File: src/rtl/path_split.sv
// path_split: distributes a granted req/gnt stream over two stop-controlled channels in BURST-word runs.
// Optional per-channel accepted-word counters (cnt1_o/cnt2_o) are enabled by defining PATH_SPLIT_CNT_EN.
`default_nettype none

module path_split #(
   parameter int DWIDTH = 8,
   parameter int FDEPTH = 5,
   parameter int BURST  = 10
) (
   input  logic              clk,
   input  logic              rst,
   input  logic              req_i,
   output logic              gnt_o,
   input  logic [DWIDTH-1:0] data_i,
   input  logic              valid_i,
   output logic [DWIDTH-1:0] data1_o,
   output logic              valid1_o,
   input  logic              stop1_i,
   output logic [DWIDTH-1:0] data2_o,
   output logic              valid2_o,
   input  logic              stop2_i,
`ifdef PATH_SPLIT_CNT_EN
   output logic [15:0]       cnt1_o,
   output logic [15:0]       cnt2_o,
`endif
   output logic              err_o
);

   localparam int PW = (FDEPTH > 1) ? $clog2(FDEPTH) : 1;
   localparam int CW = $clog2(FDEPTH + 1);
   localparam int OW = CW + 1;
   localparam int BW = $clog2(BURST + 1);

   typedef enum logic {CH1 = 1'b0, CH2 = 1'b1} sel_t;

   logic [DWIDTH-1:0] mem_q [FDEPTH];
   logic [PW-1:0]     wr_ptr_q, wr_ptr_d, rd_ptr_q, rd_ptr_d;
   logic [CW-1:0]     count_q, count_d;
   logic              inflight_q, inflight_d;
   logic              out_valid_q, out_valid_d;
   logic [DWIDTH-1:0] out_data_q, out_data_d;
   logic [BW-1:0]     burst_q, burst_d;
   sel_t              sel_q, sel_d;
   logic              err_q, err_d;
   logic              full, accept, load, wr_en;
   logic [OW-1:0]     held;

   always_comb begin
      full   = (count_q == CW'(FDEPTH));
      accept = out_valid_q && !((sel_q == CH2) ? stop2_i : stop1_i);
      load   = (!out_valid_q || accept) && (count_q != '0);
      wr_en  = valid_i && inflight_q && !full;

      // Words owned by the block: FIFO, output stage, word in flight; an accept frees its slot now.
      held  = OW'(count_q) + OW'(out_valid_q) + OW'(inflight_q) - OW'(accept);
      gnt_o = req_i && (held < OW'(FDEPTH));

      inflight_d = gnt_o ? 1'b1 : (valid_i ? 1'b0 : inflight_q);
      err_d      = err_q || (valid_i && (!inflight_q || full));

      wr_ptr_d = wr_ptr_q;
      if (wr_en)
         wr_ptr_d = (wr_ptr_q == PW'(FDEPTH - 1)) ? '0 : wr_ptr_q + 1'b1;
      rd_ptr_d = rd_ptr_q;
      if (load)
         rd_ptr_d = (rd_ptr_q == PW'(FDEPTH - 1)) ? '0 : rd_ptr_q + 1'b1;
      count_d = count_q + CW'(wr_en) - CW'(load);

      out_valid_d = load || (out_valid_q && !accept);
      out_data_d  = load ? mem_q[rd_ptr_q] : out_data_q;

      burst_d = burst_q;
      sel_d   = sel_q;
      if (accept) begin
         if (burst_q == BW'(BURST - 1)) begin
            burst_d = '0;
            sel_d   = (sel_q == CH1) ? CH2 : CH1;
         end else begin
            burst_d = burst_q + 1'b1;
         end
      end
   end

   always_ff @(posedge clk) begin
      if (wr_en)
         mem_q[wr_ptr_q] <= data_i;
   end

   always_ff @(posedge clk or posedge rst) begin
      if (rst) begin
         wr_ptr_q    <= '0;
         rd_ptr_q    <= '0;
         count_q     <= '0;
         inflight_q  <= 1'b0;
         out_valid_q <= 1'b0;
         out_data_q  <= '0;
         burst_q     <= '0;
         sel_q       <= CH1;
         err_q       <= 1'b0;
      end else begin
         wr_ptr_q    <= wr_ptr_d;
         rd_ptr_q    <= rd_ptr_d;
         count_q     <= count_d;
         inflight_q  <= inflight_d;
         out_valid_q <= out_valid_d;
         out_data_q  <= out_data_d;
         burst_q     <= burst_d;
         sel_q       <= sel_d;
         err_q       <= err_d;
      end
   end

   assign valid1_o = out_valid_q && (sel_q == CH1);
   assign valid2_o = out_valid_q && (sel_q == CH2);
   assign data1_o  = out_data_q;
   assign data2_o  = out_data_q;
   assign err_o    = err_q;

`ifdef PATH_SPLIT_CNT_EN
   logic [15:0] cnt1_q, cnt1_d, cnt2_q, cnt2_d;

   always_comb begin
      cnt1_d = cnt1_q;
      cnt2_d = cnt2_q;
      if (accept && sel_q == CH1) cnt1_d = cnt1_q + 16'd1;
      if (accept && sel_q == CH2) cnt2_d = cnt2_q + 16'd1;
   end

   always_ff @(posedge clk or posedge rst) begin
      if (rst) begin
         cnt1_q <= '0;
         cnt2_q <= '0;
      end else begin
         cnt1_q <= cnt1_d;
         cnt2_q <= cnt2_d;
      end
   end

   assign cnt1_o = cnt1_q;
   assign cnt2_o = cnt2_q;
`endif

endmodule

`default_nettype wire

File: config.mk
export PLATFORM = sky130hd
export DESIGN_NAME = path_split
export DESIGN_NICKNAME = d
export VERILOG_FILES = /design/src/rtl/path_split.sv
export SDC_FILE = /design/constraint.sdc
export NUM_CORES = 1
export LEC_CHECK = 0
export ABC_AREA = 1
export CAP_MARGIN = 20
export CORE_MARGIN = 1
export CORE_UTILIZATION = 55
export CTS_CLUSTER_SIZE = 40
export DETAILED_ROUTE_END_ITERATION = 8
export HOLD_SLACK_MARGIN = 0.02
export PLACE_DENSITY = 0.86
export SYNTH_ARGS = -nofsm -noshare
export SYNTH_HDL_FRONTEND = slang
export SYNTH_SLANG_ARGS = --single-unit
File: constraint.sdc
create_clock -name clk -period 5.3 [get_ports clk]
set_clock_uncertainty 0.15 [all_clocks]
set_input_delay 0.795 -clock clk [delete_from_list [all_inputs] [get_ports clk]]
set_output_delay 0.795 -clock clk [all_outputs]
set_load 0.03 [all_outputs]
* After elaboration in Yosys (flattened, before gate mapping)
Memories as Yosys holds them, arrays and structs flattened. A register that Yosys moved wholly into a read port is not among the register bits.
Cells that the tools add are included.
** Storage, ports and cells
- Bits in registers :: 17
- Bits in writable memories :: 40
- Output and inout port bits :: 20
- Memories kept :: 1
** Memory list
- mem_q :: words 5, width 8, read ports 1, clocked after memory_dff 1, write ports 1, RTL line 36 : logic [DWIDTH-1:0] mem_q [FDEPTH];
** Cells by class
- Add/subtract/negate cells :: 8
- $lt $le $gt $ge :: 1
- Equal/unequal tests :: 4
- Muxes and demuxes :: 9
- Bitwise logic cells :: 1
- Reduce and logical (&&, ||, !) cells :: 21
** Operators by type and width (number)
- == test 3 bit (second input constant) :: 3
- logical AND 1 bit :: 9
- adder 3 x 1 -> 3 bit (second input constant) :: 2
- two-way mux 1 bit :: 6
- two-way mux 3 bit :: 2
- zero test 1 bit :: 5
- adder 3 x 1 -> 4 bit :: 1
- adder 4 x 1 -> 4 bit :: 1
- adder 4 x 1 -> 4 bit (second input constant) :: 1
- == test 4 bit (second input constant) :: 1
- logical OR 1 bit :: 4
- less-than comparator 4 x 3 -> 1 bit (second input constant) :: 1
- two-way mux 4 bit :: 1
- subtractor 4 x 1 -> 4 bit :: 1
- adder 3 x 1 -> 3 bit :: 1
- nonzero test 3 bit :: 1
- subtractor 3 x 1 -> 3 bit :: 1
- AND reduction 2 bit :: 1
- nonzero test 2 bit :: 1
- inverter 1 bit :: 1

* Longest topological paths before layout
- Word-level depth :: 7
- Gate-level depth with buffers :: 15
- Gate-level depth less buffers :: 15

* Worst setup path before layout
OpenSTA, ideal clock, no wires.
- Kind :: in2out
- From :: input stop2_i
- To :: output gnt_o
- Arrival time :: 2.699 ns
- Data required time :: 4.355 ns
- Path slack :: 1.656 ns
- Cell stages on the path :: 14
- Buffers on the path :: 0
- Cell sequence :: nand2_1 > nand3_1 > inv_1 > ha_1 > inv_1 > fa_1 > inv_1 > fa_1 > inv_1 > nor2_1 > a21oi_1 > nor2_1 > nand3_1 > inv_1
** Between the ends
- Word-level cells in the longest chain between the ends :: 6
** RTL lines
- start: declaration :: RTL line 21 : input logic stop2_i,
- two-way mux 1 bit :: RTL line 50 : accept = out_valid_q && !((sel_q == CH2) ? stop2_i : stop1_i);
- zero test 1 bit :: RTL line 50
- logical AND 1 bit :: RTL line 50
- via accept :: RTL line 45 : logic full, accept, load, wr_en;
- subtractor 4 x 1 -> 4 bit :: RTL line 55 : held = OW'(count_q) + OW'(out_valid_q) + OW'(inflight_q) - OW'(accept);
- less-than comparator 4 x 3 -> 1 bit :: RTL line 56 : gnt_o = req_i && (held < OW'(FDEPTH));
- logical AND 1 bit :: RTL line 56
- end: declaration :: RTL line 13 : output logic gnt_o,
The timed path passes the listed nets, and every way through them passes these cells.

* Final worst setup path
Same ends and word-level chain as after synthesis.

==> reports/qor.yml <==
outcome:
  outcome: "finished clean"
sta:
  final_min_period_over_clock_period_pct: 89.9
  tns_ps: 0
  slew_headroom_pct: 41.3
  final.min_clock_period_ps: 4760
  timing_worst_slew_pin_value_ps: 881
  grt_setup_unrepaired: "false"
  layout_setup_ws_ps: 536
  drv_slew: 0
  achievable-frequency_mhz: 210
  finalHoldViolCount: 0
  worst_hold_slack_ps: 314
  setup_viol: 0
floorplanning:
  initial_utilization_pct: 58.4
  io-pin-count: 34
  die_area_um2: 5820
  fp-row-count: 26
  die_height_um: 76.3
  die_x_um: 76.3
  floorplan_core_area_um2: 5200
route:
  drt_pass1_iterations: 4
  detail_route.iter0.violations: 127
  wl_met1_mm: 2.46
  final_antenna_net_count: 0
  routed_via_density: 5.19
  routed-wl-met3_um: 402
  postRouteWirelength_mm: 6.00
  wire_per_inst_um: 14.2
  drc: 0
  count_of_vias_placed_by_the_detailed_router: 2195
  topRoutingLayerUsed: "met4"
  wl_met2_mm: 3.05
synthesis:
  number_of_enable_type_register_cells_in_the_synthesized_netlist: 40
  synth.distinct_cells: 25
  post_synth_instance_area_um2: 3040
  yosysTopAreaCell: "sky130_fd_sc_hd__edfxtp_1"
  seq_area_frac_synth_pct: 60.1
  syn_area_per_cell_um2: 9.71
  synthFlopType: "sky130_fd_sc_hd__edfxtp_1"
  ys_async_sr_fraction_pct: 38.5
  ys_ff_latch: 65
  syn-instance-count: 313
  yosysWarningCount: 0
  synth.top_cells.by_area: "sky130_fd_sc_hd__edfxtp_1 (40%), sky130_fd_sc_hd__dfrtp_1 (21%), sky130_fd_sc_hd__nand2_1 (8.5%), sky130_fd_sc_hd__nor2_1 (7.5%), sky130_fd_sc_hd__nand3_1 (4.1%)"
  synth_largest_type_area_fraction_pct: 39.5
  synth_fp_nets: 339
job:
  drv.max_cap_violation_count: 0
clock_network:
  clock_edge_transition_at_the_registers_on_the_reported_setup_and_hold_paths_ps: 70
  clk-insertion-delay-late_ps: 330
  cts_buffers: 9
  tritoncts_num_sinks: 65
  cts-root-to-sink-buffers: 2
  cts_repair_resize_count: 0
  cts.hold.buffers_added: 0
  cts_max_level: 3
  tritoncts: "done"
  cts_setup_buffers: 0
  ctsRootBufferMaster: "sky130_fd_sc_hd__clkbuf_8"
global_routing:
  grt-ovfl-total: 0
  grt_start_max_net_pins: 28
  antenna_found_initial: 0
  overall_routing_resource_usage_pct: 23.3
  number_of_global_route_vias_before_repair: 2161
  grt_first_pass_wirelength_mm: 10.2
cells_and_area:
  leading_cell_types_in_the_layout_fill_and_taps_excluded: "sky130_fd_sc_hd__nand2_1 (69), sky130_fd_sc_hd__nor2_1 (61), sky130_fd_sc_hd__edfxtp_1 (40)"
  post_layout_nonfiller_instances: 423
  final_layout_size_suffix_gt1_share_pct: 7.37
  layout.cell_area.non_filler_um2: 3570
  synthToLayoutAreaGrowth_pct: 17.7
  final_common_cell: "sky130_fd_sc_hd__nand2_1"
  final_net_count: 374
  diodes: 0
placed_design:
  gpl.final_weighted_congestion: 0.773
  placement.cell_area_um2: 3390
  portBuffers: 33
  hpwl_mm: 4.04
  place_ws_ps: 533
  numPlacedInstances: 406
critical_path:
  r2r_start: "sel_q"
  setup.worst_path.class: "in2out"
  crit_start: "stop2_i"
  cp_data_required_time_ps: 4360
  ff2ff_setup_slack_ps: 2570
  critical_path.startpoint_type: "input port"
  worstPathArrival_ps: 3820
  cp-end-kind: "output port"
  crit_path_max_fanout: 5
power:
  vdd_ir_drop_max_mv: 0.290
  leakage_nw: 1.58
  power-per-cell-area_nw_per_um2: 618
min_path:
  holdCritPathClass: "reg2reg"
  startpoint_of_the_lowest_slack_hold_path: "err_o"
registers in the layout (all words and copies together), names as in the netlist:
register     flops
mem_q           40
data1_o          8
burst_q          4
count_q          3
rd_ptr_q         3
wr_ptr_q         3
err_o            1
inflight_q       1
out_valid_q      1
sel_q            1
area by class of cell:
cell class              instances  area (um2)
flip-flops and latches         65        1830
well taps                      70        87.6
repair buffers                 39         395
inverters                      36         138
clock buffers                  12         135
multi-input cells             197         971
clock inverters                 4        21.3
fillers                       395        1630
metrics by stage:
step / power (mW) / utilization [%]
6_report: 2.21 / 68.7
5_1_grt: 2.40 / 68.7
4_1_cts: 2.22 / 68.1
3_5_place_dp: 1.86 / 65.1
3_3_place_gp: 1.79 / 65.1
2_1_floorplan: 1.57 / -
metal layers:
metal,GRT usage [%],vias to the layer above
met4,11.7,0
met5,0,-
li1,-,1065
met3,7.07,6
met2,37.0,82
met1,29.0,1042
cell families (layout without fill, tap and decap cells):
| logic type | Yosys count | in the layout | share of synthesized area, % |
|---|---|---|---|
| xor gates and xnor gates | 3 | 3 | 0.865 |
| buffers and inverters | 51 | 91 | 7.91 |
| adders and majority gates | 12 | 12 | 5.68 |
| DFF | 65 | 65 | 60.1 |
| AOI/OAI and AO/OA | 16 | 16 | 2.72 |
| and+or+nand+nor | 166 | 166 | 22.7 |
Yosys cell counts (4+ instances only):
library cell and n:
sky130_fd_sc_hd__buf_4 9, sky130_fd_sc_hd__inv_1 31, sky130_fd_sc_hd__dfrtp_1 25, sky130_fd_sc_hd__ha_1 9, sky130_fd_sc_hd__buf_2 4, sky130_fd_sc_hd__edfxtp_1 40, sky130_fd_sc_hd__a21oi_1 5, sky130_fd_sc_hd__nor2_1 61
sky130_fd_sc_hd__o21ai_0 8, sky130_fd_sc_hd__nand2_1 69, sky130_fd_sc_hd__nand3_1 25
worst max-delay path, cell delays in order:
cell and delay [ps]:
sky130_fd_sc_hd__clkdlybuf4s50_1 460, sky130_fd_sc_hd__nand2_1 70, sky130_fd_sc_hd__nand3_1 180, sky130_fd_sc_hd__inv_1 130, sky130_fd_sc_hd__ha_1 290, sky130_fd_sc_hd__inv_1 40
sky130_fd_sc_hd__fa_1 380, sky130_fd_sc_hd__inv_1 80, sky130_fd_sc_hd__fa_1 410, sky130_fd_sc_hd__inv_1 60, sky130_fd_sc_hd__nor2_1 40, sky130_fd_sc_hd__a21oi_1 110
sky130_fd_sc_hd__nor2_1 60, sky130_fd_sc_hd__nand3_1 80, sky130_fd_sc_hd__inv_1 40, sky130_fd_sc_hd__clkdlybuf4s50_1 580
path summary, 6_finish.rpt:
check,endpoint,cells after the start
setup / recovery,gnt_o,16
hold / removal,err_o,1
setup reg to reg,inflight_q,14
hold reg to reg,err_o,1
max in group asynchronous,wr_ptr_q[1],3
min in group asynchronous,data1_o[1],2
power breakdown:
group / total (mW) / switching [mW] / internal [mW]
Clock: 0.350 / 0.183 / 0.167
Combinational: 1.07 / 0.659 / 0.407
Sequential: 0.794 / 0.136 / 0.658
Note: power is estimated with default switching activity, not from simulation.
